## config.mk

```make
export PLATFORM = sky130hd
export DESIGN_NAME = regfile_write_arbiter
export DESIGN_NICKNAME = d
export VERILOG_FILES = /design/src/rtl/regfile_write_arbiter.sv
export SDC_FILE = /design/constraint.sdc
export NUM_CORES = 1
export LEC_CHECK = 0
export BUFFER_PORTS_ARGS = -buffer_cell sky130_fd_sc_hd__buf_2
export CAP_MARGIN = 40
export CORE_ASPECT_RATIO = 0.7
export CORE_MARGIN = 1.5
export CORE_UTILIZATION = 45
export DETAILED_ROUTE_END_ITERATION = 8
export MAX_ROUTING_LAYER = met4
export PLACE_DENSITY = 0.77
export SYNTH_ARGS = -nofsm -noshare
export SYNTH_HDL_FRONTEND = slang
export SYNTH_SLANG_ARGS = --single-unit
```

## constraint.sdc

```tcl
create_clock -name clk -period 1.65 [get_ports clk]
set_input_delay 0.0825 -clock clk [delete_from_list [all_inputs] [get_ports clk]]
set_output_delay 0.0825 -clock clk [all_outputs]
set_load 0.01 [all_outputs]
```

## src/rtl/regfile_write_arbiter.sv

```systemverilog
// Two-requester write arbiter for a 32-entry register file: round-robin grant
// on contention, one-cycle ISSUE with a registered one-hot write enable.
// Optional contention counter guarded by REGARB_CONFLICT_COUNT_EN.
module regfile_write_arbiter (
   input  logic        clk,
   input  logic        reset,
   input  logic        req0_valid,
   input  logic [4:0]  req0_addr,
   input  logic [31:0] req0_data,
   input  logic        req1_valid,
   input  logic [4:0]  req1_addr,
   input  logic [31:0] req1_data,
   output logic        req0_ready,
   output logic        req1_ready,
   output logic [31:0] wr_enables,
   output logic [31:0] wr_data,
   output logic        grant_id,
   output logic [15:0] conflict_count
);

   typedef enum logic {IDLE, ISSUE} state_t;

   state_t      state;
   state_t      state_next;
   logic        last_grant;
   logic        both_valid;
   logic        any_valid;
   logic        pick1;
   logic        accept;
   logic [4:0]  sel_addr;
   logic [31:0] sel_data;

   // Register 0 is hard-wired, so its enable bit is never driven.
   function automatic logic [31:0] decode_addr(input logic [4:0] addr);
      logic [31:0] onehot;
      onehot = '0;
      for (int unsigned n = 1; n < 32; n++) begin
         if (addr == 5'(n))
            onehot[n] = 1'b1;
      end
      return onehot;
   endfunction

   assign both_valid = req0_valid & req1_valid;
   assign any_valid  = req0_valid | req1_valid;
   // last_grant records the previous winner; contention goes to the other one.
   assign pick1      = both_valid ? ~last_grant : req1_valid;
   assign accept     = req0_ready | req1_ready;
   assign sel_addr   = pick1 ? req1_addr : req0_addr;
   assign sel_data   = pick1 ? req1_data : req0_data;

   always_ff @(posedge clk) begin
      if (reset)
         state <= IDLE;
      else
         state <= state_next;
   end

   always_comb begin
      state_next = state;
      case (state)
         IDLE:    if (any_valid) state_next = ISSUE;
         ISSUE:   state_next = IDLE;
         default: state_next = IDLE;
      endcase
   end

   always_comb begin
      req0_ready = 1'b0;
      req1_ready = 1'b0;
      if (state == IDLE && !reset && any_valid) begin
         req0_ready = ~pick1;
         req1_ready = pick1;
      end
   end

   always_ff @(posedge clk) begin
      if (reset) begin
         wr_enables <= '0;
         wr_data    <= '0;
         grant_id   <= 1'b0;
         last_grant <= 1'b1;
      end else begin
         wr_enables <= '0;
         if (accept) begin
            wr_enables <= decode_addr(sel_addr);
            wr_data    <= sel_data;
            grant_id   <= pick1;
            last_grant <= pick1;
         end
      end
   end

`ifdef REGARB_CONFLICT_COUNT_EN
   always_ff @(posedge clk) begin
      if (reset)
         conflict_count <= '0;
      else if (state == IDLE && both_valid && conflict_count != '1)
         conflict_count <= conflict_count + 16'd1;
   end
`else
   assign conflict_count = '0;
`endif

endmodule

```

==> run_results.csv <==
group,metric,value,unit
run_status,run_status,"finished clean",
final_layout,fin_nets,584,
sta,slew_viol_final,0,
placement,dp_slack,236,ps
sta,worst_slew_pin_slew,612,ps
synthesis,syn_avg_cell_area,9.11,µm²
final_layout,final_cell_mix,"buf_2 (142), dfxtp_1 (66), nand3_1 (39), inv_1 (36), nor3_1 (33)",
global_route,met3_usage,6.42,%
sta,whs,14.1,ps
routing,totalWireLength,9140,µm
clock_network,clkSlewWorstSetupHoldPaths,70,ps
sta,max_slew_margin,59.1,%
setup_path,critical_path_required,1570,ps
min_path,hold_path_depth,2,
global_route,grt_max_degree,34,
setup_path,cpMostUsedCell,"buf_4",
setup_path,cp.arrival,1490,ps
routing,via_per_inst,5.52,
floorplan,pin_count,161,
clock_network,cts_tree,"yes",
setup_path,reg2reg_slack,120,ps
flow_run,cap_violations,0,
setup_path,endpoint_kind,"output pin",
global_route,grt_pass1_vias,2947,
clock_network,root_buffer,"clkbuf_8",
final_layout,area_delta_synth_final,45.6,%
floorplan,die_y,70.8,µm
routing,wl_per_cell,15.5,µm
final_layout,layoutNonFillerInstCount,588,
final_layout,fill_cells,488,
synthesis,yosysUniqueCellTypes,34,
placement,port_buffers,143,
global_route,gr-usage-all-layers,26.5,%
floorplan,start_util,47.0,%
sta,fin_crit,1570,ps
clock_network,h-tree-depth,3,
routing,first_pass_iters,5,
min_path,min-delay-path-class,"in2reg",
global_route,grt_pass1_wl,14100,µm
global_route,busiest_layer,"met2",
sta,finalCritPeriodShare,95.1,%
clock_network,insertion_delay,340,ps
clock_network,cts.path.max_buffers,2,
synthesis,synth-seq-cells,66,
clock_network,cts_buffers,9,
sta,final-hold-violation-count,0,
placement,place_hpwl,5910,µm
pwr,leakage,2.08,nW
min_path,worstHoldEndpoint,"last_grant",
floorplan,coreArea,0.00628,mm²
setup_path,crit_type,"reg2out",
setup_path,cp_max_fo,31,
routing,antenna_left,0,
clock_network,clock_sinks,66,
floorplan,fp.dieW,99.8,µm
sta,max_freq,637,MHz
setup_path,start_kind,"flop",
routing,via_count,3246,
min_path,worstHoldStart,"reset",
setup_path,critPathMaxStageDelay,310,ps
sta,fin_skew,6.73,ps
placement,numPlacedInstances,535,
sta,finalSetupViolations,0,
pwr,powerDensity,896,mW/mm²
floorplan,row_count,24,
global_route,grt_use_met1,34.7,%
synthesis,synth_cells,324,
setup_path,r2r-start,"last_grant",
final_layout,final_common_cell,"buf_2",
global_route,grtUsageMet2,39.3,%
pwr,ir_drop,0.464,mV
setup_path,slowest_stage,"dfxtp_1",
sta,rsz0062_at_grt,"true",
final_layout,final_util,68.5,%
global_route,grt_overflow,0,
final_layout,drive_gt1_share,35.9,%
setup_path,crit_chain,"buf_4, a21bo_4, buf_12, nor2_4, buf_4",
floorplan,design.die.area,0.00706,mm²
global_route,antenna_found_initial,0,
final_layout,insertedDiodeCount,0,
placement,gp_congestion,1.04,
synthesis,ys_warn_count,0,
setup_path,reg2reg_to,"wr_data[25]",
synthesis,netlist_area,0.00295,mm²
sta,setup_ws,80.3,ps
routing,initialDrtViolationCount,215,
routing,remaining_drc_errors,0,
synthesis,yosysSeqAreaShare,44.8,%
setup_path,worstRegToRegCells,6,
report_power, final:
| part | internal (W) | switching, W |
|---|---|---|
| sequential | 0.00168 | 0.0000416 |
| clock | 0.000812 | 0.000597 |
| combinational | 0.000338 | 0.000382 |
| total | 0.00283 | 0.00102 |
logic make-up (layout without fill, tap and decap cells):
kind of cell           Yosys count  after routing  synth area share (%)
flip-flops                      66             66                  44.8
AND/OR/NAND/NOR                112            112                  20.8
buffers and inverters           75            245                  13.9
AO/OA/AOI/OAI                   70             70                  20.3
other                            1             17                 0.127
cells in the mapped netlist, drive strengths merged:
master | number | area (µm²)
nand3 | 39 | 195
a221o | 32 | 320
nand4b | 3 | 26.3
nand2 | 6 | 22.5
or2 | 3 | 18.8
a21oi | 6 | 41.3
nor3b | 2 | 15.0
o22ai | 10 | 62.6
and3 | 1 | 6.26
o32ai | 2 | 17.5
nor2 | 5 | 18.8
dfxtp | 66 | 1320
nand3b | 2 | 15.0
a2bb2oi | 1 | 8.76
a21boi | 1 | 11.3
a211o | 1 | 8.76
nor2b | 5 | 31.3
a21o | 1 | 7.51
and2b | 1 | 7.51
clkbuf | 2 | 7.51
and2 | 3 | 18.8
a211oi | 15 | 113
inv | 36 | 135
nor3 | 34 | 181
and3b | 3 | 26.3
conb | 1 | 3.75
nand4 | 5 | 31.3
buf | 37 | 269
a21bo | 1 | 10.0
worst max-delay path, delay by kind of cell, from the launching register on:
family                 cells  cell delay [ps]
AO/OA/AOI/OAI              1              260
buffers and inverters      3              460
flip-flops                 1              310
AND/OR/NAND/NOR            1              110
layer usage:
metal,wire length [µm],up-vias,share of wire (%)
li1,-,1513,-
met1,3920,1527,43
met2,4210,178,46
met3,764,28,8.4
met4,252,0,2.8
met5,0,-,0
state kept, by name (all words and copies together), names as in the netlist:
register,cells
wr_data,32
grant_id,1
last_grant,1
wr_enables,31
state,1
layout make-up:
cell class	instances	area, µm²	share of cell area (%)
clock inverters	2	35.0	0.815
clock buffers	13	169	3.93
inverters	36	135	3.15
multi-input cells	199	1290	30.1
well taps	78	97.6	2.27
repair buffers	194	1240	28.9
flip-flops and latches	66	1320	30.8
per-stage QoR:
step | total power [W] | TNS, ps | cell area (µm²)
final | 0.00385 | 0 | 4300
after CTS | 0.00384 | 0 | 4260
after global placement | 0.00235 | 0 | 3680
after floorplan | 0.00214 | 0 | 3010
after global routing | 0.00400 | -4.66 | 4300
after detailed placement | 0.00237 | 0 | 3680
worst max path at each step:
stage / slack (ps) / end / from / cells past startpoint
2_1_floorplan: 330 / wr_enables[10] / last_grant / 4
3_3_place_gp: 10 / wr_enables[9] / last_grant / 3
3_5_place_dp: 240 / wr_data[20] / last_grant / 5
4_1_cts: 20 / req1_ready / last_grant / 5
5_1_grt: -5 / req1_ready / last_grant / 5
6_report: 80 / req1_ready / last_grant / 5
repair_timing:
item                                   4_1_cts  5_1_grt
gates cloned                                 1        0
hold buffers                                32        0
setup buffers                                1        4
pin swaps                                    1        1
setup endpoints to repair                    2        2
endpoints found under the hold margin       32        0
gates resized for setup                      2        3
Note: power is estimated with default switching activity, not from simulation.
